==> src/rtl/hermes_mon_pkg.sv <==
// hermes_mon_pkg: shared port indices and tracker state type for the Hermes tx monitor
package hermes_mon_pkg;
    localparam int EAST  = 0;
    localparam int WEST  = 1;
    localparam int NORTH = 2;
    localparam int SOUTH = 3;
    localparam int LOCAL = 4;
    typedef enum logic [1:0] {TRK_IDLE, TRK_SIZE, TRK_PAYLOAD} trk_state_t;
endpackage

==> src/rtl/hermes_port_tracker.sv <==
// hermes_port_tracker: per-port packet framing FSM, stalled-flit hold check and sticky port flags
module hermes_port_tracker
    import hermes_mon_pkg::*;
#(
    parameter int FLIT_W = 16
) (
    input  logic              clock,
    input  logic              reset,
    input  logic              enable,
    input  logic              clear,
    input  logic              tx,
    input  logic              credit,
    input  logic [FLIT_W-1:0] data,
    output logic              err_hold,
    output logic              err_size,
    output logic              pkt_done,
    output logic              hold_evt,
    output logic              size_evt
);
    trk_state_t        state;
    logic [FLIT_W-1:0] remaining;
    logic [FLIT_W-1:0] held_data;
    logic              held;
    logic              xfer;
    logic              stall;
    assign xfer     = tx & credit;
    assign stall    = enable & tx & ~credit;
    assign size_evt = enable && state == TRK_SIZE && xfer && data == '0;
    // a flit stalled last cycle must still be offered, unchanged
    assign hold_evt = enable && held && (!tx || data != held_data);
    always_ff @(posedge clock) begin
        if (reset) begin
            state     <= TRK_IDLE;
            remaining <= '0;
            held      <= 1'b0;
            held_data <= '0;
            err_hold  <= 1'b0;
            err_size  <= 1'b0;
            pkt_done  <= 1'b0;
        end else begin
            err_hold  <= hold_evt | (err_hold & ~clear);
            err_size  <= size_evt | (err_size & ~clear);
            pkt_done  <= enable && state == TRK_PAYLOAD && xfer && remaining == FLIT_W'(1);
            held      <= stall;
            held_data <= stall ? data : '0;
            if (!enable) begin
                state     <= TRK_IDLE;
                remaining <= '0;
            end else if (xfer) begin
                case (state)
                    TRK_IDLE: state <= TRK_SIZE;
                    TRK_SIZE: begin
                        state     <= (data == '0) ? TRK_IDLE : TRK_PAYLOAD;
                        remaining <= data;
                    end
                    default: begin
                        state     <= (remaining == FLIT_W'(1)) ? TRK_IDLE : TRK_PAYLOAD;
                        remaining <= remaining - FLIT_W'(1);
                    end
                endcase
            end
        end
    end
endmodule

==> src/rtl/hermes_tx_monitor.sv <==
// hermes_tx_monitor: run-time Trojan monitor on Hermes router outputs (overlap, hold, framing)
module hermes_tx_monitor
    import hermes_mon_pkg::*;
#(
    parameter int NPORT      = 5,
    parameter int FLIT_W     = 16,
    parameter int MAX_ACTIVE = 2,
    parameter int CNT_W      = 16
) (
    input  logic                       clock,
    input  logic                       reset,
    input  logic                       enable,
    input  logic                       clear,
    input  logic [NPORT-1:0]           tx,
    input  logic [NPORT-1:0]           credit_i,
    input  logic [NPORT*FLIT_W-1:0]    data_out,
    output logic                       alarm,
    output logic                       err_overlap,
    output logic [NPORT-1:0]           err_hold,
    output logic [NPORT-1:0]           err_size,
    output logic [NPORT-1:0]           pkt_done,
    output logic [$clog2(NPORT+1)-1:0] active_cnt,
    output logic [CNT_W-1:0]           viol_count
);
    localparam int AW = $clog2(NPORT + 1);
    logic [AW-1:0]    pop;
    logic [NPORT-1:0] hold_evt;
    logic [NPORT-1:0] size_evt;
    logic             overlap_evt;
    logic             any_evt;
    always_comb begin
        pop = '0;
        for (int i = 0; i < NPORT; i++) pop = pop + AW'(tx[i]);
    end
    assign overlap_evt = enable && (int'(pop) > MAX_ACTIVE);
    assign any_evt     = overlap_evt | (|hold_evt) | (|size_evt);
    assign alarm       = err_overlap | (|err_hold) | (|err_size);
    for (genvar p = 0; p < NPORT; p++) begin : g_trk
        hermes_port_tracker #(.FLIT_W(FLIT_W)) u_trk (
            .clock    (clock),
            .reset    (reset),
            .enable   (enable),
            .clear    (clear),
            .tx       (tx[p]),
            .credit   (credit_i[p]),
            .data     (data_out[p*FLIT_W +: FLIT_W]),
            .err_hold (err_hold[p]),
            .err_size (err_size[p]),
            .pkt_done (pkt_done[p]),
            .hold_evt (hold_evt[p]),
            .size_evt (size_evt[p])
        );
    end
    // a violation coinciding with clear restarts the count at 1
    always_ff @(posedge clock) begin
        if (reset) begin
            active_cnt  <= '0;
            err_overlap <= 1'b0;
            viol_count  <= '0;
        end else begin
            active_cnt  <= pop;
            err_overlap <= overlap_evt | (err_overlap & ~clear);
            viol_count  <= clear ? CNT_W'(any_evt)
                         : (any_evt && ~&viol_count) ? viol_count + CNT_W'(1) : viol_count;
        end
    end
endmodule

==> config.mk <==
export PLATFORM = sky130hd
export DESIGN_NAME = hermes_tx_monitor
export DESIGN_NICKNAME = d
export VERILOG_FILES = /design/src/rtl/hermes_mon_pkg.sv /design/src/rtl/hermes_port_tracker.sv /design/src/rtl/hermes_tx_monitor.sv
export SDC_FILE = /design/constraint.sdc
export NUM_CORES = 1
export LEC_CHECK = 0
export CAP_MARGIN = 20
export CORE_MARGIN = 1.5
export CORE_UTILIZATION = 50
export DETAILED_ROUTE_END_ITERATION = 16
export PLACE_DENSITY_LB_ADDON = 0.25
export SLEW_MARGIN = 20
export SYNTH_ARGS = -nofsm -noshare
export SYNTH_HDL_FRONTEND = slang
export SYNTH_HIERARCHICAL = 1
export SYNTH_SLANG_ARGS = --single-unit
==> constraint.sdc <==
create_clock -name clock -period 3.3 [get_ports clock]
set_input_delay 0.495 -clock clock [delete_from_list [all_inputs] [get_ports clock]]
set_output_delay 0.495 -clock clock [all_outputs]
set_load 0.01 [all_outputs]
Word-level counts from Yosys, hierarchy flattened

Index checks and enable logic that the tools add are counted.

Flip-flop bits (word level): 210
Input port bits: 94
Word-level logic and storage cells: 231
Output and inout port bits: 36

$lt $le $gt $ge: 1
Bitwise operators: 58
Reduce and logical (&&, ||, !) cells: 81
Multiplexer cells: 22
Equal/unequal tests: 20
$add $sub $neg: 10

Operators by type and width:

| kind                                                                            | number |
|---|---|
| 16-bit case mux with 2 select lines                                             | 5 |
| 16-bit by 1-bit equality test with 1-bit output, second input constant          | 5 |
| 16-bit logical NOT                                                              | 5 |
| 16-bit inequality test                                                          | 5 |
| 16-bit by 1-bit subtractor with 16-bit output, second input constant            | 5 |
| 1-bit logical AND                                                               | 42 |
| 1-bit AND                                                                       | 26 |
| 2-bit two-way mux                                                               | 10 |
| 2-bit case mux with 2 select lines                                              | 5 |
| 5-bit OR reduction                                                              | 4 |
| 1-bit NOT                                                                       | 17 |
| 16-bit by 1-bit adder with 16-bit output, second input constant                 | 1 |
| 16-bit AND reduction                                                            | 1 |
| 1-bit OR                                                                        | 15 |
| 2-bit OR reduction                                                              | 7 |
| 2-bit by 1-bit equality test with 1-bit output, second input constant           | 5 |
| 2-bit equality test, second input constant                                      | 5 |
| 2-bit logical NOT                                                               | 5 |
| 2-bit AND reduction                                                             | 5 |
| 3-bit by 1-bit adder with 3-bit output                                          | 2 |
| 1-bit logical NOT                                                               | 6 |
| 1-bit logical OR                                                                | 5 |
| 2-bit by 1-bit adder with 3-bit output                                          | 1 |
| 3-bit by 2-bit greater-than comparator with 1-bit output, second input constant | 1 |
| other kinds (3)                                                                 | 4 |

Longest topological paths before layout

Word-level depth: 11
Mapped depth: 11
Gate-level depth less buffers: 9

Cells and area by module

The synthesis kept the hierarchy.

By module, submodules not included:

| module                                   | area each (sq um) | sequential area each (sq um) | instances | cells each |
|---|---|---|---|---|
| hermes_port_tracker (g_trk[0].u_trk ...) | 1948.1            | 760.7                        | 4         | 233 |
| hermes_port_tracker (g_trk[4].u_trk)     | 1933.1            | 760.7                        | 1         | 231 |
| hermes_tx_monitor                        | 1079.8            | 400.4                        | 1         | 133 |

Worst setup path before layout

Ideal clock, no wire load.

Path kind: in2reg
Start point: input port tx[0]
End point: register viol_count[5]
Setup slack: 0.383 ns
Data arrival time: 2.784 ns
Library setup time: 0.132 ns
Path buffers: 1
Stages on the path: 9
Required time: 3.168 ns
Path through: fa_1 -> fa_1 -> ha_1 -> or3b_2 -> a21oi_1 -> a21o_1 -> buf_2 -> or3_2 -> a21oi_1

Cells in the longest elaborated chain, start to end: 9
Elaborated cells on any way between the ends: 17
Classes of those cells: 4 x add/sub; 1 x order compare; 3 x bitwise; 9 x reduce/logical

RTL lines:

| item                                                     | line                    | RTL |
|---|---|---|
| start: declaration                                       | hermes_tx_monitor.sv:14 | `input logic [NPORT-1:0] tx,` |
| 1-bit by 1-bit adder with 2-bit output                   | hermes_tx_monitor.sv:33 | `for (int i = 0; i < NPORT; i++) pop = pop + AW'(tx[i]);` |
| 2-bit by 1-bit adder with 3-bit output                   | hermes_tx_monitor.sv:33 |  |
| 3-bit by 1-bit adder with 3-bit output (2 in series)     | hermes_tx_monitor.sv:33 |  |
| via pop[1]                                               | hermes_tx_monitor.sv:26 | `logic [AW-1:0] pop;` |
| 3-bit by 2-bit greater-than comparator with 1-bit output | hermes_tx_monitor.sv:35 | `assign overlap_evt = enable && (int'(pop) > MAX_ACTIVE);` |
| 1-bit logical AND                                        | hermes_tx_monitor.sv:35 |  |
| 1-bit OR (2 in series)                                   | hermes_tx_monitor.sv:36 | `assign any_evt = overlap_evt \| (\|hold_evt) \| (\|size_evt);` |
| 1-bit logical AND                                        | hermes_tx_monitor.sv:64 | `: (any_evt && ~&viol_count) ? viol_count + CNT_W'(1) : viol_count;` |
| end signal: assignment                                   | hermes_tx_monitor.sv:63 | `viol_count <= clear ? CNT_W'(any_evt)` |
| end: declaration                                         | hermes_tx_monitor.sv:23 | `output logic [CNT_W-1:0] viol_count` |

The timed path passes the listed nets, and every way through them passes these cells.
A chain may end at the register's enable or synchronous reset.

Final worst setup path

Start point: input port tx[0]
End point: register viol_count[7]

Same word-level chain as after synthesis.

==> results.sh <==
export IMPL_status="completed"
export IMPL_cts_tree="built"
export IMPL_grt_pass1_vias=9650
export IMPL_cp_top_family="adder cells"
export IMPL_seq_area_frac_synth=0.3891
export IMPL_holdCritPathClass="reg -> reg"
export IMPL_yosysTopAreaCell="dfxtp_1"
export IMPL_clkTransAtPathRegs_ps=60
export IMPL_synth_main_ff_cell="dfxtp_1"
export IMPL_leakage_uw=0.004927
export IMPL_max_stage_delay_ps=550
export IMPL_start_util=0.5124
export IMPL_drt_pass1_iterations=6
export IMPL_final_min_clock_period_ps=3150
export IMPL_grtUsageTotal=0.2713
export IMPL_fin_util=0.6455
export IMPL_fin_worst_skew_ps=11.34
export IMPL_synth_area_per_cell_um2=8.337
export IMPL_synth_edf_count=0
export IMPL_r2r_start="g_trk[3].u_trk/held_data[13]"
export IMPL_hold_end="g_trk[2].u_trk/remaining[1]"
export IMPL_min_from="g_trk[2].u_trk/remaining[1]"
export IMPL_grt_max_degree=24
export IMPL_ff2ff_path_depth=11
export IMPL_ios=130
export IMPL_vias_per_cell=5.929
export IMPL_synth_nets=1405
export IMPL_drtIter0Drc=935
export IMPL_hold_violations=0
export IMPL_gp_congestion=0.9156
export IMPL_wl_per_cell_um=17.29
export IMPL_ant_nets=0
export IMPL_clkSinkCount=210
export IMPL_wirelength_um=30620
export IMPL_synthTopCellsByArea="dfxtp_1 39%, and2_1 5.3%, xnor2_1 4.9%"
export IMPL_rrSetupSlack_ps=780
export IMPL_hold_buffers=0
export IMPL_drive_gt1_frac=0.1203
export IMPL_path_cells="clkdlybuf4s50_1 > fa_1 > fa_1 > ha_1 > or3b_2 > a21oi_2 > a21o_1 > buf_12 > or4_1 > a21oi_1"
export IMPL_core_um2=21090
export IMPL_ys_types=52
export IMPL_overflow=0
export IMPL_cp_max_fo=23
export IMPL_std_cell_rows=53
export IMPL_critPathBufInv=2
export IMPL_n_fill_cell=1811
export IMPL_hold_path_depth=2
export IMPL_finalSetupViolations=0
export IMPL_via_count=10500
export IMPL_syn_area_um2=10810
export IMPL_die_area_um2=22500
export IMPL_p_total_uw=5961
export IMPL_die_x_um=150.0
export IMPL_cp_common_cell="fa_1"
export IMPL_drcViolationCount=0
export IMPL_relSlewSlack=0.4697
export IMPL_diodes=0
export IMPL_worst_skew_pair_late_latency_ps=510
export IMPL_yosys_warnings=6
export IMPL_async_flop_share=0
export IMPL_port_buffers=129
export IMPL_area_growth_pct=25.98
export IMPL_maxCapViolations=0
export IMPL_crit_cells=10
export IMPL_netlist_instances=1296
export IMPL_antenna_found_initial=0
export IMPL_arrival_ps=3590
export IMPL_critPathSlowestCell="clkdlybuf4s50_1"
export IMPL_cts_root_buf="clkbuf_16"
export IMPL_yosysTopAreaCellShare=0.3891
export IMPL_startpoint_type="primary input"
export IMPL_finalCritPeriodShare=0.9546
export IMPL_cp_end_kind="register"
export IMPL_crit_type="in -> reg"
export IMPL_synth_seq_cells=210
export IMPL_worstMarginPinSlew_ps=793.8
export IMPL_tns_ps=0
export IMPL_dp_hpwl_um=22190
export IMPL_clockBufferDepth=3
export IMPL_slew_violations=0
export IMPL_cts_htree_levels=1
export IMPL_cp_data_required_time_ps=3740
export IMPL_grt_setup_unrepaired="false"
export IMPL_die_height_um=150.0
export IMPL_vdd_drop_max_v=0.0004256
export IMPL_finalNetCount=1588
export IMPL_grt_pass1_wl_um=49650
export IMPL_rr_endpoint="viol_count[3]"
export IMPL_cts_buffers=24
export IMPL_power_density_nw_per_um2=437.9
export IMPL_fmax_ghz=0.3175
==> worst max path at each step <==
| stage | startpoint | endpoint | slack (ps) |
|---|---|---|---|
| 2_1_floorplan | tx[0] | viol_count[5] | 380 |
| 3_5_place_dp | tx[1] | viol_count[7] | -380 |
| 3_3_place_gp | tx[1] | viol_count[7] | -300 |
| 6_report | tx[0] | viol_count[7] | 150 |
| 4_1_cts | tx[1] | viol_count[7] | 150 |
| 5_1_grt | tx[1] | viol_count[3] | 50 |
==> power breakdown <==
part           total [uW]  switching (uW)  internal [uW]
Sequential           2600            29.4           2570
Clock                2720            1060           1660
Combinational         642             327            316
==> flip-flops by register name, summed over array words and instances, names as in the netlist <==
register               cells
g_trk.u_trk/err_size       5
active_cnt                 3
g_trk.u_trk/err_hold       5
viol_count                16
g_trk.u_trk/pkt_done       5
g_trk.u_trk/held_data     80
g_trk.u_trk/held           5
g_trk.u_trk/state         10
err_overlap                1
g_trk.u_trk/remaining     80
==> layout make-up <==
cell class                 count  area, um^2  area share
clock buffer                  35       753.2     0.05533
inverter                      29       108.9    0.007996
clock inverter                 8       73.82    0.005423
timing repair buffer         210        1912      0.1404
multi-input combinational   1004        6217      0.4567
sequential                   210        4204      0.3088
tap                          275       344.1     0.02528
==> metrics by stage <==
stage,cell area [um^2],hold WS (ps),std cells,setup slack (ps)
floorplan,10810,458.0,1296,383.3
global placement,12780,475.3,1728,-297.5
detailed placement,12780,480.3,1728,-375.6
CTS,13610,488.6,1771,150.0
global route,13610,518.4,1771,50.47
finish,13610,485.8,1771,149.9
==> cells by family (layout without fill, tap and decap cells) <==
kind of cell / count (synthesis) / in the layout / share of synthesized area
buf+inv: 82 / 282 / 0.03590
xor+xnor: 80 / 80 / 0.06484
simple gates: 587 / 587 / 0.2977
mux: 5 / 5 / 0.005210
flops: 210 / 210 / 0.3891
compound gates: 317 / 317 / 0.1885
fa+ha+maj: 15 / 15 / 0.01876
==> timing repair <==
| action | 4_1_cts | 5_1_grt |
|---|---|---|
| setup buffers | 0 | 0 |
| setup endpoints to repair | 0 | 11 |
| resized for setup | 0 | 1 |
==> worst min-delay path: stages, from the launching register on <==
cell	delay (ps)
dfxtp_1	330
nand2_1	60
a21oi_1	50
==> Yosys cell counts, types with 10 or more instances <==
master and count:
a31oi_1 11, nor3b_1 10, ha_1 13, o22ai_1 15, o21ai_0 69, nand4_1 25, a21oi_1 99, nor2b_1 19
inv_1 29, dfxtp_1 210, and2_1 92, or3_2 17, o31ai_1 17, a22oi_1 14, o311ai_0 16, clkbuf_1 36
or4_4 15, nor3_1 49, o211ai_1 16, nor2_1 88, nand2b_1 31, xor2_1 20, or3_1 15, nand2_1 96
a221oi_1 14, nand3_1 59, xnor2_1 60, nor4_1 43
==> routing by layer <==
metal	wire length [um]	GRT usage	vias up
met5	0	0	-
met2	14130	0.4346	404
met4	575	0.06520	0
met3	2086	0.03598	51
li1	-	-	5102
met1	13830	0.3849	4944
==> cell usage in the layout, fill, tap and decap left out, types with 19 or more instances in the layout <==
cell type and n:
nor2_1 88, nand4_1 25, xnor2_1 60, nor3_1 49, nor4_1 43, dfxtp_1 210, nand2b_1 31, inv_1 29
nor2b_1 19, o21ai_0 69, nand3_1 59, and2_1 92, nand2_1 96, a21oi_1 98, buf_4 80, xor2_1 20
clkdlybuf4s50_1 129, clkbuf_16 25
No activity file was read; power rests on OpenSTA's default activity.
